## config.mk

```make
export PLATFORM = sky130hd
export DESIGN_NAME = bzone_input_cond
export DESIGN_NICKNAME = d
export VERILOG_FILES = /design/src/rtl/bzone_input_pkg.sv /design/src/rtl/input_debounce.sv /design/src/rtl/bzone_input_cond.sv
export SDC_FILE = /design/constraint.sdc
export NUM_CORES = 1
export LEC_CHECK = 0
export BUFFER_PORTS_ARGS = -buffer_cell sky130_fd_sc_hd__buf_2
export CAP_MARGIN = 20
export CELL_PAD_IN_SITES_DETAIL_PLACEMENT = 0
export CELL_PAD_IN_SITES_GLOBAL_PLACEMENT = 1
export CORE_MARGIN = 2
export CORE_UTILIZATION = 47
export DETAILED_ROUTE_END_ITERATION = 10
export GPL_TIMING_DRIVEN = 0
export PLACE_DENSITY_LB_ADDON = 0.1
export SLEW_MARGIN = 20
export SYNTH_ARGS = -nofsm -noshare
export SYNTH_HDL_FRONTEND = slang
export SYNTH_SLANG_ARGS = --single-unit
```

## constraint.sdc

```tcl
create_clock -name clk_i -period 3.66 [get_ports clk_i]
set_input_delay 0.732 -clock clk_i [delete_from_list [all_inputs] [get_ports clk_i]]
set_output_delay 0.732 -clock clk_i [all_outputs]
set_load 0.1 [all_outputs]
```

## src/rtl/bzone_input_pkg.sv

```systemverilog
// rtl/bzone_input_pkg.sv - shared constants, coin FSM states and tread map for bzone_input_cond
package bzone_input_pkg;

   localparam logic [7:0] MOD_BATTLEZONE = 8'd0;
   localparam logic [7:0] MOD_BRADLEY    = 8'd1;
   localparam logic [7:0] MOD_REDBARON   = 8'd2;

   localparam int JOY_R  = 0;
   localparam int JOY_L  = 1;
   localparam int JOY_D  = 2;
   localparam int JOY_U  = 3;
   localparam int JOY_F  = 4;
   localparam int JOY_S1 = 5;
   localparam int JOY_S2 = 6;
   localparam int JOY_C  = 7;

   typedef enum logic [1:0] {
      COIN_IDLE     = 2'd0,
      COIN_PULSE    = 2'd1,
      COIN_WAIT_REL = 2'd2
   } coin_state_t;

   // {u,d,l,r} -> {WF,WB,XF,XB}; diagonals and opposing pairs outside the table stop both treads
   function automatic logic [3:0] tread_map(input logic [3:0] udlr);
      logic [3:0] t;
      case (udlr)
         4'b1010: t = 4'b0010;
         4'b1000: t = 4'b1010;
         4'b1001: t = 4'b1000;
         4'b0001: t = 4'b1001;
         4'b0101: t = 4'b0100;
         4'b0100: t = 4'b0101;
         4'b0110: t = 4'b0001;
         4'b0010: t = 4'b0110;
         default: t = 4'b0000;
      endcase
      return t;
   endfunction

endpackage

```

## src/rtl/input_debounce.sv

```systemverilog
// rtl/input_debounce.sv - single-bit debouncer, output follows input after DEB_CYCLES stable cycles
module input_debounce #(
   parameter int DEB_CYCLES = 50000
) (
   input  logic clk_i,
   input  logic rst_ni,
   input  logic d_i,
   output logic q_o
);

   localparam int              CW      = $clog2(DEB_CYCLES + 1);
   localparam logic [CW-1:0]   CNT_MAX = CW'(DEB_CYCLES);

   logic [CW-1:0] cnt_q, cnt_d;
   logic          deb_q, deb_d;

   always_comb begin
      cnt_d = '0;
      deb_d = deb_q;
      if (d_i != deb_q) begin
         if (cnt_q + CW'(1) == CNT_MAX) begin
            deb_d = d_i;
         end else begin
            cnt_d = cnt_q + CW'(1);
         end
      end
   end

   always_ff @(posedge clk_i or negedge rst_ni) begin
      if (!rst_ni) begin
         cnt_q <= '0;
         deb_q <= 1'b0;
      end else begin
         cnt_q <= cnt_d;
         deb_q <= deb_d;
      end
   end

   assign q_o = deb_q;

endmodule

```

## src/rtl/bzone_input_cond.sv

```systemverilog
// rtl/bzone_input_cond.sv - joystick/analog conditioning into Battlezone/Bradley/Red Baron switch buses
module bzone_input_cond
   import bzone_input_pkg::*;
#(
   parameter int DEB_CYCLES  = 50000,
   parameter int COIN_CYCLES = 2500000
) (
   input  logic        clk_i,
   input  logic        btnCpuReset,
   input  logic [15:0] joy_i,
   input  logic [15:0] joya_i,
   input  logic [7:0]  mod_i,
   input  logic [7:0]  audiosel_i,
   output logic [7:0]  JB_o,
   output logic [7:0]  buttons_o,
   output logic [7:0]  rb_buttons_o
);

   localparam int            CCW       = $clog2(COIN_CYCLES + 1);
   localparam logic [CCW-1:0] COIN_LOAD = CCW'(COIN_CYCLES - 1);

   logic [7:0]     sync1_q, sync2_q;
   logic [7:0]     deb;
   logic           r, l, d, u, f, s1, s2, c;
   logic [3:0]     tread;
   logic [7:0]     axis;
   coin_state_t    coin_state_q;
   logic [CCW-1:0] coin_cnt_q;
   logic           c_prev_q;
   logic [7:0]     mod_q;
   logic           mod_chg;
   logic           coin_act;
   logic [7:0]     jb_d, buttons_d, rb_d;
   logic           unused_bits;

   assign unused_bits = ^{joy_i[15:8], audiosel_i[7:1]};

   always_ff @(posedge clk_i or negedge btnCpuReset) begin
      if (!btnCpuReset) begin
         sync1_q <= '0;
         sync2_q <= '0;
      end else begin
         sync1_q <= joy_i[7:0];
         sync2_q <= sync1_q;
      end
   end

   for (genvar i = 0; i < 8; i++) begin : g_deb
      input_debounce #(.DEB_CYCLES(DEB_CYCLES)) u_deb (
         .clk_i  (clk_i),
         .rst_ni (btnCpuReset),
         .d_i    (sync2_q[i]),
         .q_o    (deb[i])
      );
   end

   assign r  = deb[JOY_R];
   assign l  = deb[JOY_L];
   assign d  = deb[JOY_D];
   assign u  = deb[JOY_U];
   assign f  = deb[JOY_F];
   assign s1 = deb[JOY_S1];
   assign s2 = deb[JOY_S2];
   assign c  = deb[JOY_C];

   assign tread = tread_map({u, d, l, r});

   // A game switch cancels any pulse in flight in the same cycle so the new mapping never sees it
   assign mod_chg  = (mod_i != mod_q);
   assign coin_act = (coin_state_q == COIN_PULSE) && !mod_chg;

   always_ff @(posedge clk_i or negedge btnCpuReset) begin
      if (!btnCpuReset) begin
         coin_state_q <= COIN_IDLE;
         coin_cnt_q   <= '0;
         c_prev_q     <= 1'b0;
         mod_q        <= '0;
      end else begin
         c_prev_q <= c;
         mod_q    <= mod_i;
         if (mod_chg) begin
            coin_state_q <= COIN_WAIT_REL;
         end else begin
            case (coin_state_q)
               COIN_IDLE: begin
                  if (c && !c_prev_q) begin
                     coin_state_q <= COIN_PULSE;
                     coin_cnt_q   <= COIN_LOAD;
                  end
               end
               COIN_PULSE: begin
                  if (coin_cnt_q == '0) begin
                     coin_state_q <= COIN_WAIT_REL;
                  end else begin
                     coin_cnt_q <= coin_cnt_q - CCW'(1);
                  end
               end
               COIN_WAIT_REL: begin
                  if (!c) begin
                     coin_state_q <= COIN_IDLE;
                  end
               end
               default: coin_state_q <= COIN_IDLE;
            endcase
         end
      end
   end

   assign axis = audiosel_i[0] ? joya_i[7:0] : joya_i[15:8];

   always_comb begin
      jb_d      = {coin_act, s1, s2, f, tread};
      buttons_d = {2'b00, s1, s2 | f, tread};
      rb_d      = 8'h00;
      case (mod_i)
         MOD_BATTLEZONE, MOD_BRADLEY: ;
         MOD_REDBARON: begin
            // Red Baron coin is active-low; the analog axis is offset to unsigned 0..255
            jb_d      = {~coin_act, s1, s2, f, d, u, r, l};
            rb_d      = {f, s1, 6'b000000};
            buttons_d = axis + 8'd128;
         end
         default: ;
      endcase
   end

   always_ff @(posedge clk_i or negedge btnCpuReset) begin
      if (!btnCpuReset) begin
         JB_o         <= '0;
         buttons_o    <= '0;
         rb_buttons_o <= '0;
      end else begin
         JB_o         <= jb_d;
         buttons_o    <= buttons_d;
         rb_buttons_o <= rb_d;
      end
   end

endmodule

```

==> out/metrics.cfg, run 1 <==
[cts]
cts.reportedPaths.clkPinSlew_ps = 60
cts-buffers-inserted = 23
ctsResizeCount = 0
clockRootBuffer = sky130_fd_sc_hd__clkbuf_16
postCtsHoldBufs = 0
htree_num_levels = 1
tritoncts = done
worstSkewPairLatency_ps = 500
tritoncts_num_sinks = 203
cts_setup_buffers = 0
cts_buffer_depth = 3

[min_path]
min-delay-path-class = input pin to async pin

[sta]
layout_worst_path_cycle_share_pct = 82.7
fin_worst_skew_ps = 7.10
worst-slew-pin-transition_ps = 822
timing.final.max_slew_violations = 0
min_period_ps = 3030
setup-tns-final_ps = 0
setup_viol_count_final = 0
finalHoldViolCount = 0
timing.max_slew.rel_slack_pct = 44.4
fmaxAchievable_mhz = 330
rsz0062_at_grt = false

[cells_and_area]
flow.area_growth_from_synthesis_pct = 13.3
utilization_pct = 54.5
finish.cell_count_without_fillers = 1414
layout.nets = 1189
finish.instance_area_um2 = 11500
antenna_fix_cells = 0
post_route_cells_drive_above_1_share_pct = 10.9

[detailed_routing]
vias = 7449
dr.pass1.iters = 4
route.detailed.drc = 0
totalWireLength_um = 20300
detail-route-antenna-nets = 0
routed_wire_length_per_instance_um = 14.4
detail_route.iter0.violations = 258
drt-vias-per-instance = 5.27

[critical_path]
crit_start = g_deb[4].u_deb.cnt_q[3]
worstSetupStartpointType = register
critPathArrivalTime_ps = 3400
worstSetupPathType = register to register
path_max_fanout = 10
worstRegToRegCells = 9
timing.reg2reg.setup_slack_ps = 630
r2r-start = g_deb[4].u_deb.cnt_q[3]
critical_path_required_ps = 4040
timing.critical_path.to = g_deb[4].u_deb.cnt_q[9]
r2r_end = g_deb[4].u_deb.cnt_q[9]
timing.critical_path.to_type = register

[floorplan]
die_w_um = 151
ios = 74
row_count = 53
die_area_um2 = 22800
die_h_um = 151
core-area_um2 = 21100
start_util_pct = 48.1

[yosys]
synth_common_cells = sky130_fd_sc_hd__dfrtp_1 (203), sky130_fd_sc_hd__nor2_1 (177), sky130_fd_sc_hd__xor2_1 (72)
average_cell_area_after_synthesis_um2 = 9.69
synth_top_flop_cell = sky130_fd_sc_hd__dfrtp_1
synth.area.top_cells = sky130_fd_sc_hd__dfrtp_1 (50%), sky130_fd_sc_hd__nor2_1 (6.5%), sky130_fd_sc_hd__xor2_1 (6.2%)
synth_area_leader_cell = sky130_fd_sc_hd__dfrtp_1
synth-edff-count = 0
post_synth_num_cell_types = 70
yosys_warnings = 0
ys_seq_area_share_pct = 50.1
ys_seq_elements = 203
synth_cells = 1047
syn-cell-area_um2 = 10100
netlist.area_leader.share_pct = 50.1
synth.most_common_cell = sky130_fd_sc_hd__dfrtp_1
synth_async_sr_flop_share_pct = 100

[grt]
via_count_of_the_first_global_routing_pass = 7228
antenna_found_initial = 0
grt_first_pass_wirelength_um = 35200
globalRoute.totalOverflow = 0
track_usage_pct = 18.7
grt_start_max_net_pins = 90

[power]
p_leak_nw = 5.03
power_per_standard_cell_area_nw_per_um2 = 399
totalPowerFinal_mw = 4.59
ir_drop_mv = 0.336

[placement]
globalplace.congestion = 0.796
placed_cells = 1380
hpwl_um = 14200
postPlaceCellArea_um2 = 10800
place.port_buffers = 51

[run]
drv.max_cap_violation_count = 0

[outcome]
status = finished, final reports clean

## placed cells by master, fill, tap and decap left out, types with 4 or more instances in the layout
cell / netlist / final
sky130_fd_sc_hd__nand2b_1: 4 / 4
sky130_fd_sc_hd__inv_1: 30 / 30
sky130_fd_sc_hd__clkinv_2: 0 / 6
sky130_fd_sc_hd__mux2_2: 9 / 9
sky130_fd_sc_hd__clkbuf_16: 0 / 23
sky130_fd_sc_hd__buf_2: 8 / 58
sky130_fd_sc_hd__a21oi_1: 19 / 19
sky130_fd_sc_hd__dfrtp_1: 203 / 203
sky130_fd_sc_hd__ha_1: 9 / 9
sky130_fd_sc_hd__or4_1: 6 / 6
sky130_fd_sc_hd__nand3_1: 63 / 63
sky130_fd_sc_hd__nor3_1: 30 / 30
sky130_fd_sc_hd__nor2b_1: 13 / 13
sky130_fd_sc_hd__nor4_1: 26 / 26
sky130_fd_sc_hd__and3_1: 16 / 16
sky130_fd_sc_hd__a31o_2: 4 / 4
sky130_fd_sc_hd__nor2_1: 177 / 177
sky130_fd_sc_hd__nand2_1: 69 / 69
sky130_fd_sc_hd__nor3b_1: 6 / 6
sky130_fd_sc_hd__o21ai_0: 20 / 20
sky130_fd_sc_hd__a211oi_1: 5 / 5
sky130_fd_sc_hd__and4_1: 10 / 10
sky130_fd_sc_hd__and2_1: 8 / 8
sky130_fd_sc_hd__or3_1: 13 / 13
sky130_fd_sc_hd__xor2_1: 72 / 72
sky130_fd_sc_hd__o31ai_1: 5 / 5
sky130_fd_sc_hd__nand4_1: 49 / 49
sky130_fd_sc_hd__nand3b_1: 4 / 4
sky130_fd_sc_hd__nor4b_1: 4 / 4
sky130_fd_sc_hd__clkbuf_8: 0 / 4
sky130_fd_sc_hd__buf_4: 6 / 6
sky130_fd_sc_hd__xnor2_1: 67 / 67
sky130_fd_sc_hd__conb_1: 1 / 6
sky130_fd_sc_hd__nand4b_1: 4 / 4
sky130_fd_sc_hd__clkbuf_1: 23 / 24
sky130_fd_sc_hd__mux2i_1: 11 / 11
## layout make-up
cell class | instances | area [µm²]
multi-input cells | 779 | 4780
plain buffers | 40 | 190
flip-flops and latches | 203 | 5080
inverters | 30 | 113
clock buffers | 28 | 634
fillers | 1964 | 9590
clock inverters | 6 | 30.0
well taps | 275 | 344
repair buffers | 53 | 320
## per-layer routing
metal	up-vias	part of all wire [%]	track usage, %	wire length (µm)
met5	-	0	0	0
met4	0	2.1	4.30	432
met3	28	3.4	2.80	688
met2	90	44	30.0	8980
met1	3520	50	26.9	10200
li1	3811	-	-	-
## state kept, by name, indices dropped and copies added, names as in the netlist
signal and flops:
rb_buttons_o 2, JB_o 8, coin_cnt_q 22, g_deb.u_deb.cnt_q 128
sync2_q 8, sync1_q 8, g_deb.u_deb.q_o 8, coin_state_q 2
mod_q 8, buttons_o 8, c_prev_q 1
## critical path, cell delays in order, from the launching register on
cell and delay (ps):
sky130_fd_sc_hd__dfrtp_1 320, sky130_fd_sc_hd__buf_2 170, sky130_fd_sc_hd__nand4_1 290, sky130_fd_sc_hd__or2_2 380, sky130_fd_sc_hd__clkbuf_1 170, sky130_fd_sc_hd__o41ai_1 370, sky130_fd_sc_hd__o21ai_0 180, sky130_fd_sc_hd__o31ai_1 590
sky130_fd_sc_hd__buf_2 340, sky130_fd_sc_hd__nor2_1 80
## cell families (layout without fill, tap and decap cells)
kind of cell	count (synthesis)	after routing	synth area share, %
compound gates	88	88	6.04
simple gates	517	517	25.7
xor+xnor	139	139	12.0
other cells	1	6	0.0370
fa+ha+maj	9	9	1.11
mux	20	20	2.08
flops	203	203	50.1
buf+inv	70	157	2.98
## worst min-delay path by stage
stage                     cells after the start  slack [ps]                      end
after CTS                                     1          70  g_deb[2].u_deb.cnt_q[7]
after floorplan                               0         330               sync2_q[0]
after global routing                          1          80  g_deb[2].u_deb.cnt_q[7]
after detailed placement                      0         340               sync2_q[7]
final                                         1          80  g_deb[2].u_deb.cnt_q[7]
after global placement                        0         330               sync2_q[2]
## per-stage QoR
step / hold WS [ps] / worst slack [ps]
4_1_cts: 74.5 / 670
5_1_grt: 83.8 / 404
6_report: 79.6 / 634
2_1_floorplan: 331 / 1120
3_3_place_gp: 332 / -1630
3_5_place_dp: 336 / 690
## power breakdown
group | leakage, nW | internal [mW] | switching [mW]
Combinational | 1.94 | 0.0649 | 0.144
Clock | 0.337 | 1.21 | 0.860
Sequential | 2.75 | 2.28 | 0.0336
Total | 5.03 | 3.55 | 1.04
No activity file was read; power rests on OpenSTA's default activity.
==> run 2: changes to the inputs <==
Settings changed: ABC_AREA set to 1, CORE_UTILIZATION 47 to 45.
Clock period 3.66 ns to 2.9 ns, I/O delays scaled along.
==> run 2 against run 1 <==
  * Sequential cell count is the same
  * Largest cell class is now multi-input combinational cells
  * Clock power grew 42%
  * Synthesized area grew 10%
  * Sequential power grew 26%
  * Worst hold slack gained 86 ps
  * Wire length grew 21%
  * Highest routed layer unchanged
  * Power grew 33%
  * Sequential share of layout area shrank 4.2 points
  * Die area grew 15%
  * Utilization shrank 2.4 points
  * Non-clock buffer count shrank 26
==> out/metrics.cfg, run 2 <==
[outcome]
status = finished, final reports clean  ; unchanged

[min_path]
min-delay-path-class = input pin to register  ; was input pin to async pin
worst_hold_startpoint = joy_i[4]
hold_path_end = sync1_q[4]
worstHoldPathCells = 1

[cts]
worstSkewPairLatency_ps = 520  ; was 500 ps
cts_setup_buffers = 0  ; unchanged
cts.reportedPaths.clkPinSlew_ps = 60  ; about the same
cts-buffers-inserted = 25  ; was 23
clockRootBuffer = sky130_fd_sc_hd__clkbuf_16  ; unchanged
cts_buffer_depth = 3  ; unchanged
tritoncts = done  ; unchanged
tritoncts_num_sinks = 203  ; unchanged
htree_num_levels = 1  ; unchanged

[floorplan]
die_area_um2 = 26100  ; was 22,800 µm²
ios = 74  ; unchanged
die_w_um = 162  ; was 151 µm
start_util_pct = 45.9  ; was 48.1%
row_count = 57  ; was 53
die_h_um = 162  ; was 151 µm
core-area_um2 = 24400  ; was 21,100 µm²

[yosys]
synth-edff-count = 0  ; unchanged
post_synth_mux_area_share_pct = 0  ; was 2.08%
synth.most_common_cell = sky130_fd_sc_hd__nand2_1  ; was sky130_fd_sc_hd__dfrtp_1
post_synth_xor_area_fraction_pct = 3.37  ; was 12.0%
synth_top_flop_cell = sky130_fd_sc_hd__dfrtp_1  ; unchanged
average_cell_area_after_synthesis_um2 = 7.32  ; was 9.69 µm²
synth_async_sr_flop_share_pct = 100  ; unchanged
ys_seq_area_share_pct = 45.4  ; was 50.1%
netlist.area_leader.share_pct = 45.4  ; was 50.1%
synth_cells = 1527  ; was 1,047
yosys_warnings = 0  ; unchanged
synth_common_cells = sky130_fd_sc_hd__nand2_1 (420), sky130_fd_sc_hd__nor2_1 (294), sky130_fd_sc_hd__inv_1 (209)  ; was sky130_fd_sc_hd__dfrtp_1 (203), sky130_fd_sc_hd__nor2_1 (177), sky130_fd_sc_hd__xor2_1 (72)
synth.area.top_cells = sky130_fd_sc_hd__dfrtp_1 (45%), sky130_fd_sc_hd__nand2_1 (14%), sky130_fd_sc_hd__nor2_1 (9.9%)  ; was sky130_fd_sc_hd__dfrtp_1 (50%), sky130_fd_sc_hd__nor2_1 (6.5%), sky130_fd_sc_hd__xor2_1 (6.2%)
synth_top_family_by_area = simple AND/OR/NAND/NOR gates  ; unchanged
yosys.area_share.adder_pct = 1.01  ; was 1.11%
post_synth_num_cell_types = 39  ; was 70
synth_area_leader_cell = sky130_fd_sc_hd__dfrtp_1  ; unchanged
synth-compound-area-share_pct = 3.66  ; was 6.04%
syn-cell-area_um2 = 11200  ; was 10,100 µm²
ys_seq_elements = 203  ; unchanged
synthSimpleGateAreaFrac_pct = 38.5  ; was 25.7%

[detailed_routing]
route.detailed.drc = 0  ; unchanged
dr.pass1.iters = 5  ; was 4
detail_route.iter0.violations = 535  ; was 258
vias = 9284  ; was 7,449
routed_wire_length_per_instance_um = 12.7  ; was 14.4 µm
detail-route-antenna-nets = 0  ; unchanged
drt-vias-per-instance = 4.75  ; was 5.27
totalWireLength_um = 24700  ; was 20,300 µm

[cells_and_area]
layout.nets = 1672  ; was 1,189
largest_register = g_deb.u_deb.cnt_q  ; unchanged
largest_registers = g_deb.u_deb.cnt_q (128), coin_cnt_q (22)  ; unchanged
final_cell_mix = sky130_fd_sc_hd__nand2_1 (420), sky130_fd_sc_hd__nor2_1 (294), sky130_fd_sc_hd__inv_1 (209)  ; was sky130_fd_sc_hd__dfrtp_1 (203), sky130_fd_sc_hd__nor2_1 (177), sky130_fd_sc_hd__xor2_1 (72)
utilization_pct = 52.1  ; was 54.5%
antenna_fix_cells = 0  ; unchanged
mostFrequentLayoutCell = sky130_fd_sc_hd__nand2_1  ; was sky130_fd_sc_hd__dfrtp_1
flow.area_growth_from_synthesis_pct = 13.6  ; was 13.3%
post_route_cells_drive_above_1_share_pct = 11.7  ; was 10.9%
area.sequential_um2 = 5080  ; unchanged
largest_reg_flops = 128  ; unchanged
num-fill-cells = 2412  ; was 1,964
finish.instance_area_um2 = 12700  ; was 11,500 µm²
multiInputGateArea_um2 = 5230  ; was 4780 µm²

[sta]
setup_viol_count_final = 0  ; unchanged
rsz0062_at_grt = false  ; unchanged
timing.max_slew.rel_slack_pct = 38.5  ; was 44.4%
fin_ws_ps = 876  ; was 634 ps
timing.final.max_slew_violations = 0  ; unchanged
fin_worst_skew_ps = 7.07  ; was 7.10 ps
whs_ps = 166  ; was 79.6 ps
layout_worst_path_cycle_share_pct = 69.8  ; was 82.7%
finalHoldViolCount = 0  ; unchanged
fmaxAchievable_mhz = 494  ; was 330 MHz
worst-slew-pin-transition_ps = 916  ; was 822 ps
min_period_ps = 2020  ; was 3030 ps

[critical_path]
critPathArrivalTime_ps = 2420  ; was 3400 ps
timing.critical_path.to_type = register  ; unchanged
critPathMaxStageDelay_ps = 460  ; was 590 ps
worstSetupStartpointType = register  ; unchanged
timing.critical_path.cells = ha_1 -> nand3_1 -> inv_1 -> nand2_1 -> o21ai_0 -> nand3_1 -> nor2_2 -> nand3_2 -> nand2_4 -> nor2_1  ; was buf_2 -> nand4_1 -> or2_2 -> clkbuf_1 -> o41ai_1 -> o21ai_0 -> o31ai_1 -> buf_2 -> nor2_1
r2r_end = g_deb[3].u_deb.cnt_q[14]  ; was g_deb[4].u_deb.cnt_q[9]
cpMostUsedCell = sky130_fd_sc_hd__nand3_1  ; was sky130_fd_sc_hd__buf_2
timing.reg2reg.setup_slack_ps = 880  ; was 630 ps
path_max_fanout = 8  ; was 10
r2r-start = g_deb[3].u_deb.cnt_q[0]  ; was g_deb[4].u_deb.cnt_q[3]
critical_path_required_ps = 3300  ; was 4040 ps
worstRegToRegCells = 10  ; was 9
cp_max_delay_cell = sky130_fd_sc_hd__dfrtp_1  ; was sky130_fd_sc_hd__o31ai_1
worstSetupPathType = register to register  ; unchanged

[grt]
via_count_of_the_first_global_routing_pass = 8772  ; was 7,228
antenna_found_initial = 0  ; unchanged
track_usage_pct = 19.5  ; was 18.7%
globalRoute.totalOverflow = 0  ; unchanged
grt_first_pass_wirelength_um = 42500  ; was 35,200 µm
grt_start_max_net_pins = 91  ; was 90

[power]
ir_drop_mv = 0.383  ; was 0.336 mV
p_leak_nw = 5.94  ; was 5.03 nW
power_per_standard_cell_area_nw_per_um2 = 481  ; was 399 nW/µm²

[placement]
postPlaceCellArea_um2 = 11900  ; was 10,800 µm²
pre_cts_ws_ps = 693  ; was 690 ps
place.port_buffers = 51  ; unchanged
globalplace.congestion = 0.805  ; was 0.796
hpwl_um = 18100  ; was 14,200 µm

[run]
drv.max_cap_violation_count = 0  ; unchanged

## run 2: changes by cell type in the layout (fill, tap and decap cells not counted), moves of 14 or more
| cell | previous run | this run |
|---|---|---|
| sky130_fd_sc_hd__nand2_1 | 69 | 420 |
| sky130_fd_sc_hd__inv_1 | 30 | 209 |
| sky130_fd_sc_hd__nor2_1 | 177 | 294 |
| sky130_fd_sc_hd__nand3_1 | 63 | 115 |
| sky130_fd_sc_hd__xor2_1 | 72 | 21 |
| sky130_fd_sc_hd__xnor2_1 | 67 | 22 |
| sky130_fd_sc_hd__nor2_2 | 0 | 42 |
| sky130_fd_sc_hd__nor4_1 | 26 | 2 |
| sky130_fd_sc_hd__nor3_1 | 30 | 11 |
| sky130_fd_sc_hd__o21ai_1 | 0 | 18 |
| sky130_fd_sc_hd__and3_1 | 16 | 0 |
| sky130_fd_sc_hd__clkbuf_1 | 24 | 10 |
## run 2: worst max path at each step
| stage | startpoint | endpoint | slack [ps] | depth (start not counted) |
|---|---|---|---|---|
| after floorplan | coin_cnt_q[0] | coin_cnt_q[20] | 1230 | 12 |
| after global placement | btnCpuReset | coin_cnt_q[21] | -2310 | 1 |
| after detailed placement | mod_i[0] | buttons_o[3] | 690 | 5 |
| after CTS | coin_cnt_q[0] | coin_cnt_q[17] | 860 | 13 |
| after global routing | g_deb[3].u_deb.cnt_q[0] | g_deb[3].u_deb.cnt_q[0] | 570 | 10 |
| final | g_deb[3].u_deb.cnt_q[0] | g_deb[3].u_deb.cnt_q[14] | 880 | 10 |
## run 2: final cells by class
class                   count  share of cell area, %
multi-input cells        1102                   41.1
well taps                 324                   3.19
clock buffers              35                   5.53
repair buffers             54                   2.60
flip-flops and latches    203                   40.0
inverters                 214                   6.32
clock inverters             8                  0.512
plain buffers              13                  0.738
## run 2: worst max-delay path, delay by kind of cell, from the launching register on
kind	cells	cell delay [ps]
buf+inv	1	130
flops	1	460
fa+ha+maj	1	240
simple gates	7	860
compound gates	1	220
## run 2: kinds of logic after synthesis
logic type | count (synthesis)
AOI/OAI and AO/OA | 67
xor gates and xnor gates | 43
adders and majority gates | 9
buffers and inverters | 227
DFF | 203
other | 1
and+or+nand+nor | 977
## run 2: routing by layer
metal	up-vias	global-route usage, %	wire, µm
met4	0	3.58	291
met3	20	3.22	1060
met5	-	0	0
met1	4213	28.1	12300
li1	4915	-	-
met2	136	31.4	11100
## run 2: through the flow
step	setup TNS, ps	std cells	power (mW)
global placement	-465850	1907	3.22
detailed placement	0	1909	3.23
CTS	0	1953	6.23
global route	0	1953	6.38
finish	0	1953	6.11
floorplan	0	1532	3.10
## run 2: power by group
part / leakage, nW / internal [mW] / switching, mW
Clock: 0.385 / 1.76 / 1.17
Combinational: 2.80 / 0.0764 / 0.186
Sequential: 2.75 / 2.88 / 0.0369
Total: 5.94 / 4.72 / 1.40
## run 2: what timing repair did
action                                  4_1_cts  5_1_grt
hold buffers                                  1        0
hold endpoints to repair                     37        0
endpoints found under the setup margin        0        0
gates resized for setup                       0        0
==> run 3: changes to the inputs <==
Clock period 2.9 ns to 1.9 ns, I/O delays scaled along.
==> run 3 against run 2 <==
  * Via count grew 2.2%
  * Wire length grew 3.9%
  * Setup slack lost 780 ps
  * Cell count grew 2.2%
  * Cell area grew 7.1%
  * Global-route usage grew 0.13 points
  * Non-clock buffer count grew 41
  * Sequential power grew 53%
  * Utilization grew 3.7 points
  * Critical endpoint is now g_deb[1].u_deb.cnt_q[1]
==> out/metrics.cfg, run 3 (synthesis results as in run 2) <==
[critical_path]
worstSetupStartpointType = register  ; unchanged
r2r_end = g_deb[1].u_deb.cnt_q[1]  ; was g_deb[3].u_deb.cnt_q[14]
path_max_fanout = 8  ; unchanged
critPathArrivalTime_ps = 2210  ; was 2420 ps
worstRegToRegCells = 10  ; unchanged
r2r-start = g_deb[1].u_deb.cnt_q[0]  ; was g_deb[3].u_deb.cnt_q[0]
timing.critical_path.to_type = register  ; unchanged
critical_path_required_ps = 2300  ; was 3300 ps
worstSetupPathType = register to register  ; unchanged
timing.reg2reg.setup_slack_ps = 100  ; was 880 ps

[cts]
cts.reportedPaths.clkPinSlew_ps = 50  ; was 60 ps
tritoncts_num_sinks = 203  ; unchanged
cts-buffers-inserted = 25  ; unchanged
tritoncts = done  ; unchanged
worstSkewPairLatency_ps = 520  ; about the same
clockRootBuffer = sky130_fd_sc_hd__clkbuf_16  ; unchanged
htree_num_levels = 1  ; unchanged
cts_buffer_depth = 3  ; unchanged

[min_path]
worstHoldPathCells = 4  ; was 1
worst_hold_startpoint = joya_i[7]  ; was joy_i[4]
hold_path_end = buttons_o[7]  ; was sync1_q[4]
min-delay-path-class = input pin to register  ; unchanged

[grt]
top_usage_layer = met2  ; unchanged
global_route.usage.met2_pct = 31.8  ; was 31.4%
grt_first_pass_wirelength_um = 42800  ; was 42,500 µm
track_usage_pct = 19.6  ; was 19.5%
antenna_found_initial = 0  ; unchanged
via_count_of_the_first_global_routing_pass = 8866  ; was 8,772
met3_usage_pct = 3.19  ; was 3.22%
globalRoute.totalOverflow = 0  ; unchanged
grt_util_met1_pct = 28.2  ; was 28.1%
grt_start_max_net_pins = 91  ; unchanged

[power]
power_frac_seq_pct = 47.3  ; was 47.7%
power_switching_share_pct = 23.1  ; was 22.9%
cellInternalPower_mw = 7.25  ; was 4.72 mW
netSwitchingPower_mw = 2.18  ; was 1.40 mW
power.share.clock_pct = 47.6  ; was 48.0%
comb_power_share_pct = 5.1  ; was 4.3%
power_per_standard_cell_area_nw_per_um2 = 693  ; was 481 nW/µm²
p_leak_nw = 6.20  ; was 5.94 nW
ir_drop_mv = 0.587  ; was 0.383 mV

[cells_and_area]
antenna_fix_cells = 0  ; unchanged
flow.area_growth_from_synthesis_pct = 21.7  ; was 13.6%
post_route_cells_drive_above_1_share_pct = 18.8  ; was 11.7%
largest_register = g_deb.u_deb.cnt_q  ; unchanged
mostFrequentLayoutCell = sky130_fd_sc_hd__nand2_1  ; unchanged
num-fill-cells = 2336  ; was 2,412
final_cell_mix = sky130_fd_sc_hd__nand2_1 (407), sky130_fd_sc_hd__nor2_1 (250), sky130_fd_sc_hd__inv_1 (205)  ; was sky130_fd_sc_hd__nand2_1 (420), sky130_fd_sc_hd__nor2_1 (294), sky130_fd_sc_hd__inv_1 (209)
largest_reg_flops = 128  ; unchanged
finish.cell_count_without_fillers = 1995  ; was 1,953
largest_registers = g_deb.u_deb.cnt_q (128), coin_cnt_q (22)  ; unchanged
layout.nets = 1714  ; was 1,672

[detailed_routing]
detail-route-antenna-nets = 0  ; unchanged
totalWireLength_um = 25700  ; was 24,700 µm
detail_route.iter0.violations = 542  ; was 535
route.detailed.drc = 0  ; unchanged
drt-vias-per-instance = 4.75  ; about the same
vias = 9486  ; was 9,284
dr.pass1.iters = 5  ; unchanged
routed_wire_length_per_instance_um = 12.9  ; was 12.7 µm

[floorplan]
core-area_um2 = 24400  ; unchanged
row_count = 57  ; unchanged
die_area_um2 = 26100  ; unchanged
ios = 74  ; unchanged
die_w_um = 162  ; unchanged
die_h_um = 162  ; unchanged
start_util_pct = 45.9  ; unchanged

[outcome]
status = finished, final reports clean  ; unchanged

[sta]
fin_worst_skew_ps = 7.73  ; was 7.07 ps
worst-slew-pin-transition_ps = 923  ; was 916 ps
min_period_ps = 1800  ; was 2020 ps
layout_worst_path_cycle_share_pct = 95.0  ; was 69.8%
fmaxAchievable_mhz = 554  ; was 494 MHz
setup_viol_count_final = 0  ; unchanged
finalHoldViolCount = 0  ; unchanged
setup-tns-final_ps = 0  ; unchanged
timing.final.max_slew_violations = 0  ; unchanged
whs_ps = 103  ; was 166 ps
timing.max_slew.rel_slack_pct = 38.0  ; was 38.5%
rsz0062_at_grt = true  ; was false
fin_ws_ps = 95.3  ; was 876 ps

[placement]
place.port_buffers = 51  ; unchanged
pre_cts_ws_ps = -129  ; was 693 ps
hpwl_um = 18100  ; unchanged
placed_cells = 1909  ; unchanged
globalplace.congestion = 0.805  ; unchanged

[run]
drv.max_cap_violation_count = 0  ; unchanged

## run 3: changes by cell type in the layout (fill, tap and decap cells not counted), moves of 7 or more
cell / before / now
sky130_fd_sc_hd__ha_4: 0 / 7
sky130_fd_sc_hd__nand2_2: 13 / 23
sky130_fd_sc_hd__buf_4: 6 / 28
sky130_fd_sc_hd__nor2_2: 42 / 71
sky130_fd_sc_hd__dfrtp_1: 203 / 196
sky130_fd_sc_hd__nand3_1: 115 / 106
sky130_fd_sc_hd__dfrtp_2: 0 / 7
sky130_fd_sc_hd__dlygate4sd3_1: 1 / 17
sky130_fd_sc_hd__nor2_4: 8 / 23
sky130_fd_sc_hd__nand2_1: 420 / 407
sky130_fd_sc_hd__nor2_1: 294 / 250
sky130_fd_sc_hd__ha_1: 9 / 0
## run 3: repair_timing
item | in CTS | in global routing
hold buffers | 17 | 0
gates cloned | 0 | 4
endpoints found under the setup margin | 74 | 97
buffers inserted | 3 | 19
pin swaps | 2 | 49
resized for setup | 20 | 117
hold endpoints to repair | 53 | 0
## run 3: area by class of cell
type,instances,area (µm²),area share (%)
Sequential cell,203,5090,37.4
Inverter,214,806,5.92
Buffer,13,106,0.781
Timing Repair Buffer,95,731,5.37
Clock inverter,8,65.1,0.478
Multi-Input combinational cell,1103,5710,41.9
Tap cell,324,405,2.98
Clock buffer,35,703,5.16
## run 3: per-stage QoR
| stage | power, mW | util [%] | cell area (µm²) |
|---|---|---|---|
| global placement | 4.91 | 48.6 | 11900 |
| finish | 9.43 | 55.8 | 13600 |
| global route | 9.83 | 55.8 | 13600 |
| CTS | 9.54 | 53.1 | 12900 |
| detailed placement | 4.94 | 48.9 | 11900 |
| floorplan | 4.73 | - | 11200 |
## run 3: per-layer routing
| metal | vias up | share of wire, % |
|---|---|---|
| met5 | - | 0 |
| met3 | 23 | 4.0 |
| li1 | 4997 | - |
| met2 | 123 | 46 |
| met4 | 0 | 1.2 |
| met1 | 4343 | 49 |
## run 3: critical path: stages, from the launching register on
cell and delay [ps]:
sky130_fd_sc_hd__dfrtp_1 420, sky130_fd_sc_hd__ha_4 170, sky130_fd_sc_hd__nand2_2 70, sky130_fd_sc_hd__nor2_4 170, sky130_fd_sc_hd__nand3_2 110, sky130_fd_sc_hd__o21ai_2 170, sky130_fd_sc_hd__nand2_1 100, sky130_fd_sc_hd__nor2_4 180
sky130_fd_sc_hd__nand3_4 120, sky130_fd_sc_hd__nand2_8 120, sky130_fd_sc_hd__nor2_1 50
## run 3: how the worst max path moves through the flow
stage / startpoint / to / slack [ps] / cells past startpoint
5_1_grt: g_deb[2].u_deb.cnt_q[1] / g_deb[2].u_deb.cnt_q[9] / -40 / 10
2_1_floorplan: coin_cnt_q[0] / coin_cnt_q[20] / 230 / 12
3_5_place_dp: g_deb[3].u_deb.cnt_q[0] / g_deb[3].u_deb.cnt_q[14] / -130 / 10
3_3_place_gp: btnCpuReset / coin_cnt_q[21] / -3110 / 1
4_1_cts: coin_state_q[1] / coin_cnt_q[0] / 2 / 5
6_report: g_deb[1].u_deb.cnt_q[0] / g_deb[1].u_deb.cnt_q[1] / 100 / 10
## run 3: power by group through the flow
stage	combinational, mW	clock (mW)	sequential, mW
after floorplan	0.215	0	4.52
after global placement	0.389	0	4.52
after detailed placement	0.410	0	4.52
after CTS	0.440	4.65	4.45
after global routing	0.539	4.82	4.47
final	0.478	4.49	4.46
